==> config.mk <==
export PLATFORM = sky130hd
export DESIGN_NAME = btn_queue
export DESIGN_NICKNAME = d
export VERILOG_FILES = /design/src/rtl/btn_queue.sv
export SDC_FILE = /design/constraint.sdc
export NUM_CORES = 1
export LEC_CHECK = 0
export CORE_AREA = 5 5 82 84
export DETAILED_ROUTE_END_ITERATION = 8
export DIE_AREA = 0 0 87 89
export PLACE_DENSITY = 0.65
export SYNTH_ARGS = -nofsm -noshare
export SYNTH_HDL_FRONTEND = slang
export SYNTH_SLANG_ARGS = --single-unit
export TNS_END_PERCENT = 1
==> constraint.sdc <==
create_clock -name clk -period 2.2 [get_ports clk]
set_clock_uncertainty 0.05 [all_clocks]
set_input_delay 0.55 -clock clk [delete_from_list [all_inputs] [get_ports clk]]
set_output_delay 0.55 -clock clk [all_outputs]
set_load 0.02 [all_outputs]
==> src/rtl/btn_queue.sv <==
// Button front end: 2-FF synchronizer, per-button debounce, press detection
// and a small first-word-fall-through queue of button codes for the CPU.
module btn_queue #(
  parameter int DB_CYCLES = 16,
  parameter int DEPTH     = 4
) (
  input  logic                   clk,
  input  logic                   rst,
  input  logic [4:0]             btn,
  input  logic                   rd,
  input  logic                   clr_ovf,
  output logic                   valid,
  output logic [2:0]             code,
  output logic [$clog2(DEPTH):0] count,
  output logic                   ovf
);

  localparam int CW   = $clog2(DB_CYCLES);
  localparam int PW   = $clog2(DEPTH);
  localparam int CNTW = PW + 1;

  logic [4:0]    s1, s2, stable, rise, pending, sel_mask;
  logic [CW-1:0] db_cnt [5];
  logic [2:0]    sel_idx;
  logic          have_sel, full, pop, push, drop;
  logic [PW-1:0] wr_ptr, rd_ptr;
  logic [2:0]    mem [DEPTH];

  // A press is a debounced 0->1 flip; it lands in pending on the flip edge.
  always_comb begin
    for (int i = 0; i < 5; i++) begin
      rise[i] = s2[i] && !stable[i] && (db_cnt[i] == CW'(DB_CYCLES - 1));
    end
  end

  always_ff @(posedge clk) begin
    if (rst) begin
      s1     <= '0;
      s2     <= '0;
      stable <= '0;
      for (int i = 0; i < 5; i++) db_cnt[i] <= '0;
    end else begin
      s1 <= btn;
      s2 <= s1;
      for (int i = 0; i < 5; i++) begin
        if (s2[i] == stable[i]) begin
          db_cnt[i] <= '0;
        end else if (db_cnt[i] == CW'(DB_CYCLES - 1)) begin
          stable[i] <= s2[i];
          db_cnt[i] <= '0;
        end else begin
          db_cnt[i] <= db_cnt[i] + 1'b1;
        end
      end
    end
  end

  // Lowest-index pending press wins; the downward scan leaves it last-written.
  always_comb begin
    sel_idx  = '0;
    have_sel = 1'b0;
    for (int i = 4; i >= 0; i--) begin
      if (pending[i]) begin
        sel_idx  = 3'(i);
        have_sel = 1'b1;
      end
    end
    sel_mask = have_sel ? (5'b00001 << sel_idx) : 5'b00000;
  end

  assign full  = (count == CNTW'(DEPTH));
  assign valid = (count != '0);
  assign pop   = rd && valid;
  assign push  = have_sel && (!full || pop);
  assign drop  = have_sel && full && !pop;
  assign code  = valid ? mem[rd_ptr] : 3'd0;

  always_ff @(posedge clk) begin
    if (rst) pending <= '0;
    else     pending <= (pending & ~sel_mask) | rise;
  end

  always_ff @(posedge clk) begin
    if (push) mem[wr_ptr] <= sel_idx + 3'd1;
  end

  always_ff @(posedge clk) begin
    if (rst) begin
      wr_ptr <= '0;
      rd_ptr <= '0;
      count  <= '0;
      ovf    <= 1'b0;
    end else begin
      if (push) wr_ptr <= wr_ptr + 1'b1;
      if (pop)  rd_ptr <= rd_ptr + 1'b1;
      case ({push, pop})
        2'b10:   count <= count + 1'b1;
        2'b01:   count <= count - 1'b1;
        default: count <= count;
      endcase
      // A drop in the same cycle as clr_ovf must still leave the flag set.
      if (drop)         ovf <= 1'b1;
      else if (clr_ovf) ovf <= 1'b0;
    end
  end

endmodule
==> impl_metrics.toml, run 1 <==
[cells_and_area]
fin_util = 0.5892
layout_commonest_cell = "nor2_1"
layout.cells.non_filler = 393
stdcell_area_sq_um = 3447
mostFrequentLayoutCells = "35 x nor2_1, 32 x edfxtp_1, 29 x dfxtp_1"
drive_gt1_frac = 0.1289
nets = 341
antenna_cells = 0
areaGrowthSynthToFinish_pct = 22.44

[cts]
cts_made_buffers = 9
cts_setup_buffers = 0
clock-sinks = 62
htree_levels = 3
clkTransAtPathRegs_ps = 70
clock_latency_ps = 340
cts_root_buffer = "clkbuf_8"
cts.path.max_buffers = 2
cts_tree = "built"

[setup_path]
max_stage_delay_ps = 560
crit_family = "simple AND/OR/NAND/NOR gates"
critPathKind = "flip-flop to flip-flop"
crit_chain = "or4_4 > nor2_4 > nand2_1 > fa_2 > nor3_1 > a21oi_1 > o311ai_0"
critPathLaunchType = "flip-flop"
worst_path_max_delay_cell = "or4_4"
path_max_fanout = 2
crit_arrival_ps = 2300
critPathCaptureType = "flip-flop"
cp.required_ps = 2380
crit_buf_inv = 0

[yosys]
synth_cell_types = 35
synth.area.top_cells = "edfxtp_1 34%, dfxtp_1 21%, ha_1 8.0%"
yosysWarnings = 0
synth_area_per_cell_sq_um = 10.95
netlist_area_sq_um = 2815
seq_area_frac_synth = 0.5547
yosys.area.top_type = "edfxtp_1"
ys_ff_latch = 62
synthCells = 257
synth_top_area_share = 0.3413

[global_routing]
grt_util_all_layers = 0.1421
grt_pass1_vias = 1866
antenna_found_initial = 0
grt_max_degree = 32
grt_overflow_total = 0
grt_first_pass_wirelength_um = 8121

[status]
outcome = "finished clean"

[job]
drv_cap = 0

[placed_design]
dp.final_hpwl_um = 3379
gp_congestion = 0.8451
placed_cell_area_sq_um = 3264
port_buffers = 16
dp.cells = 377
post-place-ws_ps = -159.6

[pwr]
p_leak_nw = 1.397
ir_worst_vdd_uv = 403.8
total_power_mw = 2.290
p_per_area_nw_per_um2 = 664.4

[route]
routed_wl_um = 4675
drcViolationCount = 0
postRouteAntennaNets = 0
wl_per_cell_um = 11.90
drt_iter0_markers = 54
routed-via-count = 1905
first_pass_iters = 4
drt-vias-per-instance = 4.847

[die]
dieWidth_um = 87
die-area_sq_um = 7743
start_util = 0.4812
num_rows = 28
io_pins = 17
core_area_sq_um = 5851
dieHeight_um = 89

[sta]
finalHoldViolCount = 0
fin_ws_ps = 80.82
fmax_mhz = 471.9
drv_slew = 0
slew_headroom = 0.6663
min_period_ps = 2119
rsz0062_at_grt = "false"
timing.final.crit_share = 0.9633
tightest_slew_ps = 500.5
setup_violations = 0

[hold_path]
min_path_type = "flip-flop to flip-flop"
-- repair_timing --
action | in CTS | in global routing
hold buffers | 0 | 0
resized for setup | 15 | 2
setup endpoints to repair | 5 | 3
-- logic make-up after synthesis --
kind of cell | after synthesis | share of synthesized area
and+or+nand+nor | 100 | 0.1804
AOI/OAI and AO/OA | 25 | 0.05556
adders and majority gates | 19 | 0.08711
muxes | 7 | 0.03822
xor gates and xnor gates | 14 | 0.04356
other | 1 | 0.001332
DFF | 62 | 0.5547
buffers and inverters | 29 | 0.03911
-- cells in the mapped netlist, drive strengths merged --
| master | number |
|---|---|
| nor2 | 36 |
| edfxtp | 32 |
| dfxtp | 30 |
| inv | 21 |
| ha | 18 |
| nor2b | 18 |
| a21oi | 11 |
| clkbuf | 8 |
| nand2 | 8 |
| or3 | 8 |
| xnor2 | 8 |
| and2 | 7 |
| nor3 | 7 |
| xor2 | 6 |
| and3 | 5 |
| nand3 | 5 |
| mux2i | 4 |
| a31oi | 3 |
| mux4 | 3 |
| or4 | 3 |
| o21ai | 2 |
| o311ai | 2 |
| a21o | 1 |
| a22oi | 1 |
| conb | 1 |
| fa | 1 |
| nand3b | 1 |
| nor4 | 1 |
| nor4b | 1 |
| o211ai | 1 |
| o21a | 1 |
| o21bai | 1 |
| o31a | 1 |
| o32ai | 1 |
-- where the power goes --
group / internal, mW / leakage (nW) / switching (mW)
Combinational: 0.0459 / 0.740 / 0.0463
Sequential: 1.24 / 0.558 / 0.0144
Clock: 0.538 / 0.0986 / 0.410
-- final cells by class --
class / count / area [sq um]
Multi-Input combinational cell: 185 / 1229
Inverter: 21 / 78.83
Tap cell: 75 / 93.84
Sequential cell: 62 / 1565
Clock inverter: 6 / 51.30
Timing Repair Buffer: 34 / 291.5
Clock buffer: 10 / 137.6
Fill cell: 498 / 2404
-- routing by layer --
| layer | track usage | part of all wire | vias up |
|---|---|---|---|
| met3 | 0.05069 | 0.062 | 9 |
| met4 | 0.07649 | 0.021 | 0 |
| li1 | - | - | 975 |
| met2 | 0.2277 | 0.48 | 44 |
| met5 | 0 | 0 | - |
| met1 | 0.1674 | 0.44 | 877 |
-- registers in the layout (all words and copies together) (netlist names), named ones only --
signal / cells
stable: 5
pending: 5
wr_ptr: 2
rd_ptr: 2
s2: 5
mem: 12
ovf: 1
db_cnt: 20
s1: 5
count: 3
-- per-stage QoR --
| step | hold slack (ps) | setup TNS [ps] |
|---|---|---|
| floorplan | 363.8 | 0 |
| global placement | 366.0 | -1753 |
| finish | 385.7 | 0 |
| global route | 414.7 | 0 |
| CTS | 389.2 | -21.48 |
| detailed placement | 374.2 | -2026 |
-- path summary, 6_finish.rpt --
| path | start | to | slack [ps] | cells after the start |
|---|---|---|---|---|
| max | pending[0]$_SDFF_PP0_ | count[1]$_SDFFE_PP0P_ | 80 | 7 |
| min | s1[1]$_SDFF_PP0_ | s2[1]$_SDFF_PP0_ | 390 | 1 |
| max reg2reg | pending[0]$_SDFF_PP0_ | count[1]$_SDFFE_PP0P_ | 80 | 7 |
| min reg2reg | s1[1]$_SDFF_PP0_ | s2[1]$_SDFF_PP0_ | 390 | 1 |
-- worst register-to-register path, delay by kind of cell (launching register included) --
| family | cells | cell delay [ps] |
|---|---|---|
| DFF | 1 | 310 |
| adders and majority gates | 1 | 410 |
| and+or+nand+nor | 4 | 920 |
| AOI/OAI and AO/OA | 2 | 330 |
Note: power is estimated with default switching activity, not from simulation.
==> inputs of run 2 (changes only) <==
Settings changed: PLACE_DENSITY 0.65 to 0.63, REMOVE_ABC_BUFFERS from default to 1.
Clock period 2.2 ns to 2.5 ns, I/O delays scaled along.
==> impl_metrics.toml, run 2 (same netlist as run 1, synthesis figures left out) <==
[placed_design]
dp.cells = 365
placed_cell_area_sq_um = 3167
port_buffers = 16
gp_congestion = 0.7652
post-place-ws_ps = 12.07
dp.final_hpwl_um = 3022

[status]
outcome = "finished clean"

[cells_and_area]
multi_input_area_sq_um = 1220
nets = 329
areaGrowthSynthToFinish_pct = 19.87
top_regs = "db_cnt: 20 flops, mem: 12 flops"
layout.cells.non_filler = 381
largest_reg_flops = 20
drive_gt1_frac = 0.07843
stdcell_area_sq_um = 3374
layout_commonest_cell = "nor2_1"
antenna_cells = 0
regArea_sq_um = 1563
regMostFlops = "db_cnt"
fin_util = 0.5768
nFillCells = 514
mostFrequentLayoutCells = "36 x nor2_1, 32 x edfxtp_1, 29 x dfxtp_1"

[global_routing]
antenna_found_initial = 0
grt_util_all_layers = 0.1318
grt_max_degree = 43
grt_first_pass_wirelength_um = 7652
grt_overflow_total = 0
grt_pass1_vias = 1757

[cts]
hold_buffers = 0
clock-sinks = 62
cts.path.max_buffers = 2
cts_setup_buffers = 0
clkTransAtPathRegs_ps = 60
clock_latency_ps = 340
cts_root_buffer = "clkbuf_8"
htree_levels = 3
cts_resized = 5
cts_made_buffers = 9
cts_tree = "built"

[sta]
fin_tns_setup_ps = 0
hold-worst-slack_ps = 384.7
timing.final.crit_share = 0.9564
slew_headroom = 0.6170
tightest_slew_ps = 574.5
fin_ws_ps = 109.1
setup_violations = 0
rsz0062_at_grt = "false"
finalHoldViolCount = 0
drv_slew = 0
min_period_ps = 2391
fmax_mhz = 418.3

[pwr]
seqPwrFrac = 0.523
power.share.combinational = 0.036
switchingPower_mw = 0.4224
p_leak_nw = 1.336
swShare = 0.2008
ir_worst_vdd_uv = 353.1
p_per_area_nw_per_um2 = 623.4
p_int_mw = 1.681
power_frac_clock = 0.441
total_power_mw = 2.104

[setup_path]
cp.required_ps = 1820
critPathCaptureType = "output port"
critPathKind = "flip-flop to output port"
crit_arrival_ps = 1720
critPathLaunchType = "flip-flop"
path_max_fanout = 7

[route]
first_pass_iters = 4
routed-via-count = 1852
wl_per_cell_um = 11.49
routed_wl_um = 4378
drt-vias-per-instance = 4.861
postRouteAntennaNets = 0
drt_iter0_markers = 65
drcViolationCount = 0

[die]
start_util = 0.4812
die-area_sq_um = 7743
core_area_sq_um = 5851
dieWidth_um = 87
dieHeight_um = 89
io_pins = 17
num_rows = 28

[job]
drv_cap = 0

[hold_path]
min_path_type = "flip-flop to flip-flop"
## run 2: changes by cell type in the layout (fill, tap and decap cells not counted), moves of 2 or more
cell	change
buf_2	-3
buf_4	-12
clkbuf_1	+2
clkinv_1	-2
dlygate4sd2_1	+2
## run 2: power groups by stage
stage	Sequential (mW)	Combinational, mW	Clock [mW]
finish	1.10	0.0759	0.927
global route	1.10	0.0881	1.00
CTS	1.10	0.0766	0.958
detailed placement	1.12	0.0760	0
global placement	1.12	0.0754	0
floorplan	1.12	0.0410	0
## run 2: final timing paths
kind                          from  cells after the start               endpoint  slack, ps
max          count[0]$_SDFFE_PP0P_                      2                  valid        110
min               s1[0]$_SDFF_PP0_                      1       s2[0]$_SDFF_PP0_        380
max reg2reg  pending[0]$_SDFF_PP0_                      7  count[1]$_SDFFE_PP0P_        240
min reg2reg       s1[0]$_SDFF_PP0_                      1       s2[0]$_SDFF_PP0_        380
## run 2: per-layer routing
metal  share of wire  GRT usage  vias to the layer above
met1            0.48     0.1603                      856
li1                -          -                      949
met3           0.045    0.03410                       13
met5               0          0                        -
met4           0.037     0.1062                        0
met2            0.44     0.1981                       34
## run 2: cell type report
class	count	area share
Clock buffer	11	0.03893
Clock inverter	5	0.02188
Inverter	21	0.02336
Multi-Input combinational cell	185	0.3615
Sequential cell	62	0.4631
Tap cell	75	0.02781
Timing Repair Buffer	22	0.06340
## run 2: critical path, stage by stage (launching register included)
cell and delay [ps]:
dfxtp_1 380, or3_4 450, clkdlybuf4s50_1 550
==> inputs of run 3 (changes only) <==
Settings changed: CTS_CLUSTER_SIZE from default to 30.
==> results of run 3 <==
The final DEF is identical to that of run 2; final timing and power are the same.
